**src/rtl/ss_pkg.sv**
```systemverilog
// Shared definitions for the serial-register feeder family: FSM state
// encoding, the default word width and a width helper for counters.
package ss_pkg;

    typedef enum logic [1:0] {
        IDLE  = 2'd0,
        SHIFT = 2'd1,
        DONE  = 2'd2
    } ss_state_e;

    localparam int SS_WIDTH_DEFAULT = 8;

    // Bits needed to count 0..value-1, never less than one bit so that
    // degenerate counters (value == 1) still have a legal declaration.
    function automatic int ss_clog2(input int value);
        int w;
        w = 0;
        for (int i = 0; i < 31; i++) begin
            if ((1 << i) < value) begin
                w = i + 1;
            end
        end
        return (w < 1) ? 1 : w;
    endfunction

endpackage

```
**src/rtl/ss_bit_timer.sv**
```systemverilog
// Bit-period timer: counts enabled clocks and raises a one-cycle strobe in
// the last clock of every DIV-clock period. Shared with the deserializer.
module ss_bit_timer
    import ss_pkg::*;
#(
    parameter int DIV = 1
) (
    input  logic clk,
    input  logic rst_n,
    input  logic i_ena,
    input  logic i_clear,
    output logic o_strobe
);

    localparam int            CW   = ss_clog2(DIV);
    localparam logic [CW-1:0] LAST = CW'(DIV - 1);

    logic [CW-1:0] r_div_cnt;

    // Strobe is combinational from the registered count, gated by enable so
    // a frozen period never emits a sample pulse.
    assign o_strobe = i_ena & (r_div_cnt == LAST);

    // Period counter: restart on clear or at the end of each period, hold when disabled.
    // NOTE: sequential state uses non-blocking (<=) so every flop samples
    // pre-edge values; blocking here would create order-dependent races.
    always_ff @(posedge clk or negedge rst_n) begin
        if (!rst_n) begin
            r_div_cnt <= '0;
        end else if (i_clear || o_strobe) begin
            r_div_cnt <= '0;
        end else if (i_ena) begin
            r_div_cnt <= r_div_cnt + CW'(1);
        end
    end

endmodule

```
**src/rtl/ss_piso_serializer.sv**
```systemverilog
// Parallel-in/serial-out feeder for the serial register. Accepts a word on
// a valid/ready handshake, shifts it out one bit per DIV clocks with a
// sample strobe, then pulses done for one cycle before returning to idle.
module ss_piso_serializer
    import ss_pkg::*;
#(
    parameter int WIDTH     = SS_WIDTH_DEFAULT,
    parameter bit LSB_FIRST = 1'b0,
    parameter int DIV       = 1
) (
    input  logic             clk,
    input  logic             rst_n,
    input  logic             ena,
    input  logic [WIDTH-1:0] din,
    input  logic             din_valid,
    output logic             din_ready,
    output logic             ser_out,
    output logic             ser_strobe,
    output logic             busy,
    output logic             done
);

    localparam int            BW       = ss_clog2(WIDTH);
    localparam logic [BW-1:0] LAST_BIT = BW'(WIDTH - 1);

    ss_state_e        r_state;
    ss_state_e        w_state_nxt;
    logic [WIDTH-1:0] r_shreg;
    logic [BW-1:0]    r_bit_cnt;
    logic             r_ready_en;

    logic w_accept;
    logic w_shift_en;
    logic w_strobe;
    logic w_last_bit;
    logic w_ser_bit;

    assign w_shift_en = ena & (r_state == SHIFT);
    assign w_accept   = din_valid & din_ready;
    assign w_last_bit = (r_bit_cnt == LAST_BIT);
    assign w_ser_bit  = LSB_FIRST ? r_shreg[0] : r_shreg[WIDTH-1];

    ss_bit_timer #(
        .DIV (DIV)
    ) u_bit_timer (
        .clk      (clk),
        .rst_n    (rst_n),
        .i_ena    (w_shift_en),
        .i_clear  (w_accept),
        .o_strobe (w_strobe)
    );

    // Keeps din_ready low during reset and until the first clock after release.
    always_ff @(posedge clk or negedge rst_n) begin
        if (!rst_n) begin
            r_ready_en <= 1'b0;
        end else begin
            r_ready_en <= 1'b1;
        end
    end

    // FSM state register; ena low freezes the machine through the next-state logic.
    always_ff @(posedge clk or negedge rst_n) begin
        if (!rst_n) begin
            r_state <= IDLE;
        end else begin
            r_state <= w_state_nxt;
        end
    end

    // Next-state decode: accept in IDLE, leave SHIFT on the last bit's strobe,
    // leave DONE only on an enabled clock so a frozen DONE still pulses later.
    always_comb begin
        // NOTE: default assignment first so every path drives the signal and
        // no latch is inferred.
        w_state_nxt = r_state;
        case (r_state)
            IDLE:    if (w_accept)              w_state_nxt = SHIFT;
            SHIFT:   if (w_strobe && w_last_bit) w_state_nxt = DONE;
            DONE:    if (ena)                   w_state_nxt = IDLE;
            default:                            w_state_nxt = IDLE;
        endcase
    end

    // Shift datapath: load on accept, shift toward the output end with zero fill on each strobe.
    always_ff @(posedge clk or negedge rst_n) begin
        if (!rst_n) begin
            r_shreg   <= '0;
            r_bit_cnt <= '0;
        end else if (w_accept) begin
            r_shreg   <= din;
            r_bit_cnt <= '0;
        end else if (w_strobe) begin
            r_shreg <= LSB_FIRST ? (r_shreg >> 1) : (r_shreg << 1);
            if (!w_last_bit) begin
                r_bit_cnt <= r_bit_cnt + BW'(1);
            end
        end
    end

    // Output decode from registered state; ser_out is forced low outside SHIFT.
    always_comb begin
        din_ready  = 1'b0;
        ser_out    = 1'b0;
        busy       = 1'b0;
        done       = 1'b0;
        ser_strobe = w_strobe;
        case (r_state)
            IDLE:  din_ready = ena & r_ready_en;
            SHIFT: begin
                ser_out = w_ser_bit;
                busy    = 1'b1;
            end
            DONE: begin
                done = ena;
                busy = 1'b1;
            end
            default: ;
        endcase
    end

endmodule

```
**config.mk**
```make
export PLATFORM = sky130hd
export DESIGN_NAME = ss_piso_serializer
export DESIGN_NICKNAME = d
export VERILOG_FILES = /design/src/rtl/ss_pkg.sv /design/src/rtl/ss_bit_timer.sv /design/src/rtl/ss_piso_serializer.sv
export SDC_FILE = /design/constraint.sdc
export NUM_CORES = 1
export LEC_CHECK = 0
export ABC_CLOCK_PERIOD_IN_PS = 1490
export CELL_PAD_IN_SITES_DETAIL_PLACEMENT = 2
export CELL_PAD_IN_SITES_GLOBAL_PLACEMENT = 2
export CORE_MARGIN = 1
export CORE_UTILIZATION = 28
export DETAILED_ROUTE_END_ITERATION = 16
export PLACE_DENSITY_LB_ADDON = 0.1
export SYNTH_ARGS = -nofsm -noshare
export SYNTH_HDL_FRONTEND = slang
export SYNTH_SLANG_ARGS = --single-unit
```
**constraint.sdc**
```tcl
create_clock -name clk -period 1.49 [get_ports clk]
set_input_delay 0.2235 -clock clk [delete_from_list [all_inputs] [get_ports clk]]
set_output_delay 0.2235 -clock clk [all_outputs]
set_load 0.005 [all_outputs]
```
## Word level (Yosys, flattened, before mapping)

Index checks and enable logic that the tools add are counted.

| word-level totals | value |
|---|---|
| logic and storage cells | 42 |
| bits of input ports | 12 |
| register bits after elaboration | 15 |
| output and inout bits | 5 |

| operators by class | value |
|---|---|
| mux-type cells | 15 |
| equality and inequality tests | 7 |
| bitwise gates (word level) | 5 |
| add/sub/neg operators | 2 |
| reduce and logical (&&, ||, !) cells | 8 |

Operators with widths:

| cell | number |
|---|---|
| 8-bit 2-to-1 mux | 2 |
| 3-bit 2-to-1 mux | 3 |
| 1-bit 2-to-1 mux | 6 |
| 2-bit 2-to-1 mux | 3 |
| 2-bit by 1-bit inequality test with 1-bit output, second input constant | 3 |
| 2-bit case mux with 3 select lines | 1 |
| 1-bit bitwise AND | 4 |
| 2-bit nonzero test | 2 |
| 3-bit by 1-bit adder with 3-bit output, second input constant | 1 |
| 3-bit equality test, second input constant | 1 |
| 3-bit AND reduction | 1 |
| 2-bit by 1-bit equality test with 1-bit output, second input constant | 1 |
| 2-bit equality test, second input constant | 1 |
| 2-bit logical NOT | 1 |
| 2-bit inequality test, second input constant | 1 |
| 2-bit AND reduction | 1 |
| 2-bit OR reduction | 1 |
| 1-bit adder, second input constant | 1 |
| 1-bit logical AND | 1 |
| 1-bit logical OR | 1 |
| 1-bit inverter | 1 |

## Longest topological paths before layout

| depth | value |
|---|---|
| word-level depth | 6 |
| gate-level depth with buffers | 7 |
| gate-level depth less buffers | 5 |

## Modules after synthesis

From an unflattened synthesis, not the netlist that was laid out.

| unflattened totals | value |
|---|---|
| cells, all modules | 71 |
| area total of the unflattened synthesis | 800.8 µm² |

By module, submodules not included:

| module | cells an instance | area an instance (µm²) | sequential area each (µm²) | times used |
|---|---|---|---|---|
| ss_piso_serializer | 68 | 754.5 | 350.3 | 1 |
| ss_bit_timer | 3 | 46.3 | 25.0 | 1 |

## Worst setup path after synthesis

OpenSTA, ideal clock, no wires.

| path | value |
|---|---|
| path type | register to register |
| start point | register r_state[1] |
| end point | register r_state[0] |
| data arrival time | 1.388 ns |
| setup slack | -0.023 ns |
| buffers on the path | 0 |
| library setup time | 0.125 ns |
| data required time | 1.365 ns |
| cell stages (with the launch flop) | 6 |
| clock period less this slack | 1.513 ns |
| cell sequence | dfrtp_1 inv_1 ha_1 o21ba_1 a221oi_2 mux2_2 |

| on the way | value |
|---|---|
| longest elaborated chain between the ends | 6 |
| elaborated cells between the ends (all ways) | 13 |
| classes of those cells | eq/ne (5); mux (2); bitwise (3); reduce/logical (3) |

RTL lines:

| item | line | text |
|---|---|---|
| start: declaration | ss_piso_serializer.sv:26 | `ss_state_e r_state;` |
| start signal: assignment | ss_piso_serializer.sv:67 | `r_state <= w_state_nxt;` |
| 2-bit by 1-bit equality test with 1-bit output | ss_piso_serializer.sv:38, ss_piso_serializer.sv:77 |  |
| 1-bit bitwise AND | ss_piso_serializer.sv:38 | `assign w_shift_en = ena & (r_state == SHIFT);` |
| 1-bit bitwise AND | ss_bit_timer.sv:22 | `assign o_strobe = i_ena & (r_div_cnt == LAST);` |
| 1-bit logical AND | ss_piso_serializer.sv:79 | `SHIFT: if (w_strobe && w_last_bit) w_state_nxt = DONE;` |
| 2-bit by 1-bit inequality test with 1-bit output (no source line) | -- |  |
| 3-bit AND reduction (no source line) | -- |  |

Several ways; a longest one is shown, not always the timed one.
A chain may end at the register's enable or synchronous reset.

## Worst setup path in the final report

Ends and elaborated chain as after synthesis.

==> flow_metrics.env <==
export IMPL_grt_pass1_wl_mm=4.00
export IMPL_yosysTopAreaCellShare_pct=46.4
export IMPL_std_cell_rows=19
export IMPL_synth_area_um2=808
export IMPL_synth_distinct_cells=25
export IMPL_p_per_area_nw_per_um2=1770
export IMPL_vdd_drop_max_mv=1.02
export IMPL_drive_gt1_share_pct=51.3
export IMPL_antenna_found_initial=0
export IMPL_worstHoldPathType="in -> async"
export IMPL_drv_cap=0
export IMPL_viasPerCell=4.74
export IMPL_ant_nets=0
export IMPL_clockBufferDepth=2
export IMPL_ys_ff_latch=15
export IMPL_drtPass1Iterations=2
export IMPL_port_buffers=16
export IMPL_vias=711
export IMPL_drc=0
export IMPL_worstSetupEndpoint="r_state[0]$_DFFE_PN0P_"
export IMPL_failed_checks="negative setup slack"
export IMPL_initial_core_util_pct=29.6
export IMPL_grt_max_degree=16
export IMPL_diodes=0
export IMPL_final_cell_mix="15 x buf_4, 14 x buf_6, 14 x dfrtp_1"
export IMPL_placed_cells=131
export IMPL_dp_slack_ps=-309
export IMPL_synth_nets=95
export IMPL_dieArea_um2=3110
export IMPL_final_cells=150
export IMPL_r2r_cells=6
export IMPL_crit_path_start_kind="register"
export IMPL_io_pins=17
export IMPL_critical_path_arrival_ps=1830
export IMPL_p_total_mw=2.43
export IMPL_area_growth_pct=69.8
export IMPL_fmax_mhz=610
export IMPL_final_common_cell="buf_4"
export IMPL_final_nets=139
export IMPL_required_ps=1680
export IMPL_ctsHoldBuffers=0
export IMPL_wl_per_cell_um=16.4
export IMPL_cts_tree="yes"
export IMPL_overflow=0
export IMPL_period_minus_slack_ps=1640
export IMPL_clockRootBuffer="clkbuf_4"
export IMPL_wl_mm=2.45
export IMPL_startpoint="r_state[1]$_DFFE_PN0P_"
export IMPL_r2r_start="r_state[1]$_DFFE_PN0P_"
export IMPL_yosysTopAreaCell="dfrtp_1"
export IMPL_syn_inst=76
export IMPL_cts_sinks=15
export IMPL_leakage_nw=0.661
export IMPL_post_dp_hpwl_mm=1.43
export IMPL_htree_levels=1
export IMPL_setup_violations=7
export IMPL_finClkSkew_ps=2.92
export IMPL_status="finished, violations left"
export IMPL_critPathKind="reg -> reg"
export IMPL_holdWs_ps=229
export IMPL_grt_pass1_vias=794
export IMPL_crit_path_max_fanout=3
export IMPL_core_area_um2=2730
export IMPL_yosysWarnings=0
export IMPL_drt_iter0_markers=4
export IMPL_clk_pin_slew_ps=110
export IMPL_rsz0062_at_grt="true"
export IMPL_setup_tns_ps=-623
export IMPL_die_w_um=55.7
export IMPL_ys_seq_area_share_pct=46.4
export IMPL_drv_slew=0
export IMPL_synth_area_leaders="dfrtp_1 46%, ha_1 11%, mux2i_1 8.7%"
export IMPL_die_h_um=55.7
export IMPL_clock_latency_ps=300
export IMPL_rr_endpoint="r_state[0]$_DFFE_PN0P_"
export IMPL_hold_viol=0
export IMPL_grt_use_total_pct=17.2
export IMPL_reg2reg_slack_ps=-150
export IMPL_avgSynthCellArea_um2=10.6
export IMPL_gp_routability_congestion=0.713
export IMPL_end_kind="register"
export IMPL_cts_buffers_inserted=3
export IMPL_final_period_utilization_pct=110
export IMPL_setup_ws_ps=-149
==> layout make-up <==
class,instances,area (µm²)
tap,31,38.8
multi-input combinational,55,528
timing repair buffer,42,390
clock buffer,3,22.5
inverter,3,11.3
sequential,15,377
fill,281,1360
clock inverter,1,5.00
==> critical path: stages, from the launching register on <==
cell and delay [ps]:
dfrtp_1 410, inv_2 80, ha_4 160, buf_6 120, o21ba_4 190, a221oi_4 250, mux2_4 330
==> stage by stage <==
step | utilization [%] | instance area [µm²]
3_3_place_gp | 39.2 | 1070
4_1_cts | 45.3 | 1240
3_5_place_dp | 39.2 | 1070
6_report | 50.2 | 1370
2_1_floorplan | - | 811
5_1_grt | 50.2 | 1370
==> registers in the layout, summed over array words and instances (netlist names) <==
| name | count |
|---|---|
| r_shreg | 8 |
| r_ready_en | 1 |
| r_state | 2 |
| r_bit_cnt | 3 |
| u_bit_timer.r_div_cnt | 1 |
==> report_power, final <==
group          internal (mW)  switching, mW  leakage (nW)
logic                  0.908          0.572         0.452
clock network          0.100          0.162        0.0177
registers              0.569          0.118         0.191
==> cells in the mapped netlist (all sizes together) <==
cell	instances
dfrtp	15
nand2	12
o21ai	9
ha	7
mux2i	7
buf	3
inv	3
a21oi	2
and2	2
and3	2
mux2	2
nand3	2
a221oi	1
and4	1
and4bb	1
conb	1
nand2b	1
nand3b	1
nand4	1
nor2	1
o21ba	1
xnor2	1
==> routing by layer <==
layer	GRT usage, %	share of wire, %	wire [µm]	vias up
li1	-	-	-	348
met3	3.72	3.2	79	4
met2	29.9	51	1240	13
met1	21.6	45	1100	346
met5	0	0	0	-
met4	4.29	1.1	28	0
==> timing repair <==
item                       CTS  global route
setup endpoints to repair   15            18
resized for setup           42            34
cloned                       0             3
pin swaps                    2             8
buffers inserted             8             6
==> worst min path at each step <==
stage | end | slack (ps) | cells after the start
after floorplan | r_bit_cnt[0]$_DFFE_PN0P_ | -70 | 0
after global placement | r_shreg[0]$_DFFE_PN0P_ | 490 | 2
after detailed placement | r_shreg[0]$_DFFE_PN0P_ | 540 | 2
after CTS | r_bit_cnt[1]$_DFFE_PN0P_ | 240 | 2
after global routing | r_shreg[6]$_DFFE_PN0P_ | 250 | 2
final | r_bit_cnt[1]$_DFFE_PN0P_ | 230 | 2
==> kinds of logic (layout without fill, tap and decap cells) <==
family	Yosys count	count (layout)	synth area share, %
DFF	15	15	46.4
adders and majority gates	7	7	10.8
other	1	1	0.464
AOI/OAI and AO/OA	13	13	9.91
and+or+nand+nor	24	24	15.9
muxes	9	9	11.5
buffers and inverters	6	49	3.87
xor gates and xnor gates	1	1	1.08
No activity file was read; power rests on OpenSTA's default activity.
